## src/rtl/tcp_tx_framer_if.sv

```systemverilog
// Byte-stream bundle around the framer: the transport-side input strobe/byte
// and the SiTCP transmit write port with its almost-full back-pressure.
interface tcp_tx_framer_if;
    logic       IN_VALID;
    logic [7:0] IN_DATA;
    logic       TCP_TX_FULL;
    logic       TCP_TX_WR;
    logic [7:0] TCP_TX_DATA;

    modport master (
        input  IN_VALID,
        input  IN_DATA,
        input  TCP_TX_FULL,
        output TCP_TX_WR,
        output TCP_TX_DATA
    );

    modport slave (
        output IN_VALID,
        output IN_DATA,
        output TCP_TX_FULL,
        input  TCP_TX_WR,
        input  TCP_TX_DATA
    );
endinterface

```

## src/rtl/tcp_tx_framer.sv

```systemverilog
// Buffers the transport byte stream in a small FWFT FIFO and emits framed
// records (sync, sequence, length, payload, checksum) into the SiTCP TX port.
module tcp_tx_framer #(
    parameter int         PAYLOAD_LEN = 16,
    parameter int         FIFO_AW     = 6,
    parameter logic [7:0] HDR0        = 8'hAA,
    parameter logic [7:0] HDR1        = 8'h55
) (
    input  logic             CLK_200M,
    input  logic             SYS_RSTn,
    input  logic             ENABLE,
    tcp_tx_framer_if.master  tx,
    output logic [15:0]      SEQ_NUM,
    output logic [15:0]      DROP_CNT,
    output logic             BUSY
);

    localparam int               DEPTH    = 2 ** FIFO_AW;
    localparam logic [FIFO_AW:0] DEPTH_C  = (FIFO_AW + 1)'(DEPTH);
    localparam logic [FIFO_AW:0] LEN_C    = (FIFO_AW + 1)'(PAYLOAD_LEN);
    localparam logic [FIFO_AW:0] CNT_ONE  = (FIFO_AW + 1)'(1);
    localparam logic [FIFO_AW-1:0] PTR_ONE = FIFO_AW'(1);
    localparam logic [7:0]       LEN_B    = 8'(PAYLOAD_LEN);
    localparam logic [7:0]       LAST_IDX = 8'(PAYLOAD_LEN - 1);

    typedef enum logic [2:0] {IDLE, H0, H1, SQH, SQL, LEN, PAY, CSUM} state_t;

    state_t             state_q, state_d;
    logic [FIFO_AW-1:0] wr_ptr_q, wr_ptr_d;
    logic [FIFO_AW-1:0] rd_ptr_q, rd_ptr_d;
    logic [FIFO_AW:0]   cnt_q, cnt_d;
    logic [7:0]         idx_q, idx_d;
    logic [7:0]         sum_q, sum_d;
    logic [7:0]         data_q, data_d;
    logic               wr_q, wr_d;
    logic [15:0]        seq_q, seq_d;
    logic [15:0]        drop_q, drop_d;
    logic [7:0]         mem_q [DEPTH];

    logic [7:0] head;
    logic [7:0] emit_byte;
    logic       emit;
    logic       pop;
    logic       push;
    logic       fifo_full;

    always_comb begin
        head      = mem_q[rd_ptr_q];
        fifo_full = (cnt_q == DEPTH_C);
        emit      = ENABLE && (state_q != IDLE) && !tx.TCP_TX_FULL;
        pop       = emit && (state_q == PAY);
        // A pop in the same cycle frees the slot, so a full FIFO still accepts.
        push      = ENABLE && tx.IN_VALID && (!fifo_full || pop);

        case (state_q)
            H0:      emit_byte = HDR0;
            H1:      emit_byte = HDR1;
            SQH:     emit_byte = seq_q[15:8];
            SQL:     emit_byte = seq_q[7:0];
            LEN:     emit_byte = LEN_B;
            PAY:     emit_byte = head;
            CSUM:    emit_byte = ~sum_q;
            default: emit_byte = 8'h00;
        endcase
    end

    always_comb begin
        state_d  = state_q;
        wr_ptr_d = wr_ptr_q;
        rd_ptr_d = rd_ptr_q;
        cnt_d    = cnt_q;
        idx_d    = idx_q;
        sum_d    = sum_q;
        data_d   = data_q;
        wr_d     = emit;
        seq_d    = seq_q;
        drop_d   = drop_q;

        if (push) wr_ptr_d = wr_ptr_q + PTR_ONE;
        if (pop)  rd_ptr_d = rd_ptr_q + PTR_ONE;
        case ({push, pop})
            2'b10:   cnt_d = cnt_q + CNT_ONE;
            2'b01:   cnt_d = cnt_q - CNT_ONE;
            default: cnt_d = cnt_q;
        endcase

        if (ENABLE && tx.IN_VALID && fifo_full && !pop && (drop_q != 16'hFFFF))
            drop_d = drop_q + 16'd1;

        if (emit) data_d = emit_byte;

        case (state_q)
            IDLE: begin
                if (ENABLE && (cnt_q >= LEN_C)) begin
                    state_d = H0;
                    idx_d   = 8'd0;
                    sum_d   = 8'd0;
                end
            end
            default: begin
                if (emit) begin
                    if (state_q inside {SQH, SQL, LEN, PAY})
                        sum_d = sum_q + emit_byte;
                    case (state_q)
                        H0:  state_d = H1;
                        H1:  state_d = SQH;
                        SQH: state_d = SQL;
                        SQL: state_d = LEN;
                        LEN: state_d = PAY;
                        PAY: begin
                            if (idx_q == LAST_IDX) begin
                                state_d = CSUM;
                                idx_d   = 8'd0;
                            end else begin
                                idx_d = idx_q + 8'd1;
                            end
                        end
                        CSUM: begin
                            state_d = IDLE;
                            seq_d   = seq_q + 16'd1;
                        end
                        default: state_d = IDLE;
                    endcase
                end
            end
        endcase

        // Connection closed: abandon the frame and flush, but keep the drop tally.
        if (!ENABLE) begin
            state_d  = IDLE;
            wr_ptr_d = '0;
            rd_ptr_d = '0;
            cnt_d    = '0;
            idx_d    = 8'd0;
            sum_d    = 8'd0;
            seq_d    = 16'd0;
            wr_d     = 1'b0;
        end
    end

    always_ff @(posedge CLK_200M or negedge SYS_RSTn) begin
        if (!SYS_RSTn) begin
            state_q  <= IDLE;
            wr_ptr_q <= '0;
            rd_ptr_q <= '0;
            cnt_q    <= '0;
            idx_q    <= 8'd0;
            sum_q    <= 8'd0;
            data_q   <= 8'h00;
            wr_q     <= 1'b0;
            seq_q    <= 16'd0;
            drop_q   <= 16'd0;
        end else begin
            state_q  <= state_d;
            wr_ptr_q <= wr_ptr_d;
            rd_ptr_q <= rd_ptr_d;
            cnt_q    <= cnt_d;
            idx_q    <= idx_d;
            sum_q    <= sum_d;
            data_q   <= data_d;
            wr_q     <= wr_d;
            seq_q    <= seq_d;
            drop_q   <= drop_d;
        end
    end

    always_ff @(posedge CLK_200M) begin
        if (push) mem_q[wr_ptr_q] <= tx.IN_DATA;
    end

    assign tx.TCP_TX_WR   = wr_q;
    assign tx.TCP_TX_DATA = data_q;
    assign SEQ_NUM        = seq_q;
    assign DROP_CNT       = drop_q;
    assign BUSY           = (state_q != IDLE);

endmodule

```

## src/flat_wrapper.sv

```systemverilog
// flat-port wrapper written by rule: the top's interface ports become plain ports
module tcp_tx_framer_flat 
#(
    parameter int         PAYLOAD_LEN = 16,
    parameter int         FIFO_AW     = 6,
    parameter logic [7:0] HDR0        = 8'hAA,
    parameter logic [7:0] HDR1        = 8'h55
)
  (CLK_200M, SYS_RSTn, ENABLE, SEQ_NUM, DROP_CNT, BUSY, tx_IN_VALID, tx_IN_DATA, tx_TCP_TX_FULL, tx_TCP_TX_WR, tx_TCP_TX_DATA);
  tcp_tx_framer_if tx_i ();
  input  logic CLK_200M;
  input  logic SYS_RSTn;
  input  logic ENABLE;
  output logic [15:0] SEQ_NUM;
  output logic [15:0] DROP_CNT;
  output logic BUSY;
  input wire logic [$bits(tx_i.IN_VALID)-1:0] tx_IN_VALID;
  input wire logic [$bits(tx_i.IN_DATA)-1:0] tx_IN_DATA;
  input wire logic [$bits(tx_i.TCP_TX_FULL)-1:0] tx_TCP_TX_FULL;
  output wire logic [$bits(tx_i.TCP_TX_WR)-1:0] tx_TCP_TX_WR;
  output wire logic [$bits(tx_i.TCP_TX_DATA)-1:0] tx_TCP_TX_DATA;
  assign tx_i.IN_VALID = tx_IN_VALID;
  assign tx_i.IN_DATA = tx_IN_DATA;
  assign tx_i.TCP_TX_FULL = tx_TCP_TX_FULL;
  assign tx_TCP_TX_WR = tx_i.TCP_TX_WR;
  assign tx_TCP_TX_DATA = tx_i.TCP_TX_DATA;
  tcp_tx_framer #(.PAYLOAD_LEN(PAYLOAD_LEN), .FIFO_AW(FIFO_AW), .HDR0(HDR0), .HDR1(HDR1)) u_core (.CLK_200M(CLK_200M), .SYS_RSTn(SYS_RSTn), .ENABLE(ENABLE), .tx(tx_i), .SEQ_NUM(SEQ_NUM), .DROP_CNT(DROP_CNT), .BUSY(BUSY));
endmodule
```

## config.mk

```make
export PLATFORM = sky130hd
export DESIGN_NAME = tcp_tx_framer_flat
export DESIGN_NICKNAME = d
export VERILOG_FILES = /design/src/rtl/tcp_tx_framer_if.sv /design/src/rtl/tcp_tx_framer.sv /design/src/flat_wrapper.sv
export SDC_FILE = /design/constraint.sdc
export NUM_CORES = 1
export LEC_CHECK = 0
export CAP_MARGIN = 15
export CELL_PAD_IN_SITES_DETAIL_PLACEMENT = 0
export CELL_PAD_IN_SITES_GLOBAL_PLACEMENT = 1
export CORE_ASPECT_RATIO = 1.4
export CORE_MARGIN = 4
export CORE_UTILIZATION = 55
export CTS_BUF_LIST = sky130_fd_sc_hd__clkbuf_8
export DETAILED_ROUTE_END_ITERATION = 10
export DONT_BUFFER_PORTS = 1
export PLACE_DENSITY = 0.85
export SLEW_MARGIN = 20
export SYNTH_ARGS = -nofsm -noshare
export SYNTH_HDL_FRONTEND = slang
export SYNTH_SLANG_ARGS = --single-unit
```

## constraint.sdc

```tcl
create_clock -name CLK_200M -period 5.5 [get_ports CLK_200M]
set_clock_uncertainty 0.1 [all_clocks]
set_input_delay 0.55 -clock CLK_200M [delete_from_list [all_inputs] [get_ports CLK_200M]]
set_output_delay 0.55 -clock CLK_200M [all_outputs]
set_load 0.005 [all_outputs]
```

==> results.md <==
- The clock net in this run drives a total of a little under 600 sinks.
- The area added between synthesis and finish is 10.6%.
- The detail route stage leaves a number of antenna-violating nets equal to 0.
- The area of the core is about 43000 µm².
- Synthesis instantiated 54 different standard cells from the library.
- The number of pins with negative max-slew slack in the final report is 0.
- Summed over all cells, the static leakage comes to 8.78 nW.
- Of the available clock period, the critical path in the final layout requires between 80 and 90%.
- The number of instances resized during post-cts repair is 0.
- Sequential elements use just over 70% of the synthesized area.
- The number of cells on the worst reg-to-reg path is 13.
- In this run the worst path has a maximum fanout of 31.
- In this design, the critical path's most frequently occurring cell is mux4_2.
- The final count of hold timing violations is 0.
- Across all layers, the routed design uses around 12000 vias.
- The buffer type at the clock tree root is clkbuf_8.
- The most common cell after layout, fill and taps aside is edfxtp_1.
- The required time of the worst setup path is ~6000 ps.
- The category of the most critical setup path is reg -> reg.
- The first global-routing pass estimated slightly above 80 mm of wire.
- The run finished with clean final reports.
- Power comes to approximately 8.8 mW.
- The Yosys step of the flow raised 0 warnings.
- The number of max-cap violations is 0.
- The worst hold path class is in -> reg.
- Setup slack closes at ~660 ps.
- Based on the critical path, the design can be clocked at up to 0.207 GHz.
- The number of enable flip-flop cells after synthesis is ~510.
- The width of the die is 185 µm.
- Routability-driven placement finished with a final weighted congestion of around 0.87.
- Detailed placement finished with a half-perimeter wire length of 34.4 mm.
- The layout cell share with drive strength beyond 1 is 23.3%.
- The share of synthesized area in the top cell type comes to 63.7%.
- The worst setup path is launched from a register.
- The slack of the worst reg-to-reg path is 660 ps.
- After routing, the total negative slack on setup checks comes to 0 ps.
- The endpoint kind of the worst setup timing path is a register.
- The vertical die dimension is 256 µm.
- The clock insertion delay at the later pin of the skew report is ~660 ps.
- In this run the tool buffered the top-level ports with 0 buffer cells.
- The mean post-synth cell area is approximately 19 µm².
- The filler cell count in the final layout is between 2000 and 3000.
- Yosys attributes the largest share of cell area to edfxtp_1, mux4_2, dfrtp_1, nor2_1, ha_1.
- For this run, the leading register cell type out of synthesis is edfxtp_1.
- The signal on the critical path passes through buf_4 -> mux4_2 -> mux4_2 -> mux2_2 -> a31oi_1 -> o21ai_1 -> ha_1 -> a21oi_1 -> o21ai_0 -> o41ai_1 -> a211o_1 -> o311ai_0 -> o211ai_1.
- The mean routed wirelength per cell is about 27 µm.
- The clock transition time at the flip-flop clock pins of the worst setup and hold paths is ~70 ps.
- The initial antenna violation count is 1.
- The critical path startpoint is u_core.rd_ptr_q[0]$_DFFE_PN0P_.
- The number of nets in the finished design is around 1400.
- The maximum number of pins on one net before global-route repair is 80.
- The post-detailed-route via-to-cell ratio is about 6.3.
- The DRC violation total after the first TritonRoute iteration is ~1300.
- Once the floorplan was initialized, standard cells occupied a little under three fifths of the core.
- In this run, synthesis produced a sequential element count of just under 600.
- The number of setup violations in the final report is 0.
- The top cell type by total area after synthesis is edfxtp_1.
- The worst slew slack as a fraction of its limit is a little under a third.
- The full die area is roughly 47000 µm².
- Counting along the longest clock path gives a buffer depth of 3.
- The number of remaining DRC errors is 0.
- The maximum vdd drop is approximately 150 µV.
- The critical register-to-register path endpoint is u_core.sum_q[7]$_DFFE_PN0P_.
- The cell count after synthesis is roughly 1300.
- Counting every net in the synthesized netlist gives 1326.
- The startpoint identified for the worst register-to-register timing path is u_core.rd_ptr_q[0]$_DFFE_PN0P_.
- Before antenna repair, the detailed router went through 5 iterations.
- The via count of the first global-routing pass is roughly 13000.
- The highest cell delay on the worst timing path is approximately 850 ps.
- The total power divided by cell area is 330 nW/µm².
- The total routing usage reported by global routing is between 20% and 30%.
- The minimum setup slack after placement is roughly 660 ps.
- The routed design could run at a clock period as short as between 4000 and 5000 ps.
- Setup repair after global routing left no endpoint under its margin.
- The CTS tree is done.
- Counting the buffers created by CTS gives 84.
- Once layout is complete, the utilization of the core stands at 61.7%.
- In this run the core area contains 90 standard-cell rows.
- For this run the aggregate overflow at the end of global routing stands at 0.
- The routed design has roughly 54 mm of wire.
- The number of I/O pins is 55.
- For the pin with the worst max-slew slack, the measured transition is 1020 ps.
- The library cells used most frequently in the layout, excluding fill and tap cells, are edfxtp_1, mux4_2, nor2_1.
- The count of hold-fix buffers inserted at cts is 12.
- Summing all flip-flop and latch instances after layout gives ~17000 µm².
- The area of the multi-input gates is approximately 6400 µm².
- The critical path ends at u_core.sum_q[7]$_DFFE_PN0P_.
- CTS built an H-tree with a depth of 3.
- The mapped netlist covers between 20000 and 25000 µm².
- For this design, the slowest cell found on the critical path is dfrtp_4.
- STA puts the critical path data arrival time at around 5300 ps.
- Of all flip-flops after synthesis, the portion carrying an async set or reset was about an eighth.
- The buffer count from post-CTS setup fixing is 0.
==> state kept, by name (all words and copies together), names as in the netlist <==
signal,flops
u_core.DROP_CNT,16
u_core.tx.TCP_TX_DATA,8
u_core.idx_q,8
u_core.sum_q,8
u_core.tx.TCP_TX_WR,1
u_core.rd_ptr_q,6
u_core.mem_q,512
u_core.wr_ptr_q,6
u_core.SEQ_NUM,16
u_core.state_q,3
u_core.cnt_q,7
==> where the power goes <==
part | switching [mW] | internal, mW | total (mW)
clock | 1.64 | 1.70 | 3.33
sequential | 0.0447 | 4.92 | 4.97
combinational | 0.341 | 0.174 | 0.515
==> worst min path at each step <==
stage,from,to,slack (ps),cells after the start
floorplan,SYS_RSTn,u_core.DROP_CNT[0]$_DFFE_PN0P_,150,0
global placement,SYS_RSTn,u_core.DROP_CNT[14]$_DFFE_PN0P_,160,0
detailed placement,SYS_RSTn,u_core.DROP_CNT[14]$_DFFE_PN0P_,160,0
CTS,tx_TCP_TX_FULL,u_core.sum_q[7]$_DFFE_PN0P_,10,3
global route,tx_TCP_TX_FULL,u_core.sum_q[7]$_DFFE_PN0P_,60,3
finish,tx_TCP_TX_FULL,u_core.sum_q[7]$_DFFE_PN0P_,50,3
==> logic make-up (layout without fill, tap and decap cells) <==
group	after synthesis	count (layout)	synth area share, %
adders and majority gates	23	23	1.25
other	0	1	0
and+or+nand+nor	252	252	4.80
DFF	591	591	71.9
buffers and inverters	81	218	1.50
muxes	180	180	15.7
AOI/OAI and AO/OA	112	112	3.02
xor gates and xnor gates	51	51	1.85
==> synthesized netlist by cell type (all sizes together), types with 9 or more instances <==
master and number:
inv 18, edfxtp 512, clkbuf 33, a22o 9
xor2 29, a211oi 9, buf 30, nand3 23
mux2i 12, a21oi 27, nand2 44, a22oi 10
nor2 120, xnor2 22, dfrtp 79, mux4 157
mux2 11, o21ai 23, and3 11, ha 21
nor2b 9
==> critical path: cells and delay by family (launching register included) <==
family	cells	cell delay, ps
compound gates	8	1550
fa+ha+maj	1	340
buf+inv	1	430
flops	1	850
mux	3	1450
==> routing by layer <==
metal | wire length [µm] | track usage (%) | vias up
met5 | 0 | 0 | -
met4 | 1800 | 9.36 | 0
met3 | 3800 | 3.78 | 103
met2 | 29200 | 40.5 | 561
met1 | 19200 | 29.5 | 6465
li1 | - | - | 5312
==> metrics by stage <==
| step | std cells | hold WS [ps] | instance area [µm²] |
|---|---|---|---|
| finish | 1980 | 52.2 | 26700 |
| global placement | 1812 | 156 | 24800 |
| floorplan | 1290 | 154 | 24100 |
| global route | 1980 | 62.0 | 26700 |
| CTS | 1979 | 14.1 | 26700 |
| detailed placement | 1812 | 156 | 24800 |
==> layout make-up <==
type	count	share of cell area [%]
inverter	18	0.253
clock inverter	66	1.48
tap	552	2.59
sequential	591	65.1
clock buffer	89	4.59
antenna	1	0.00938
multi-input combinational	618	24.1
timing repair buffer	45	1.94
Note: power is estimated with default switching activity, not from simulation.
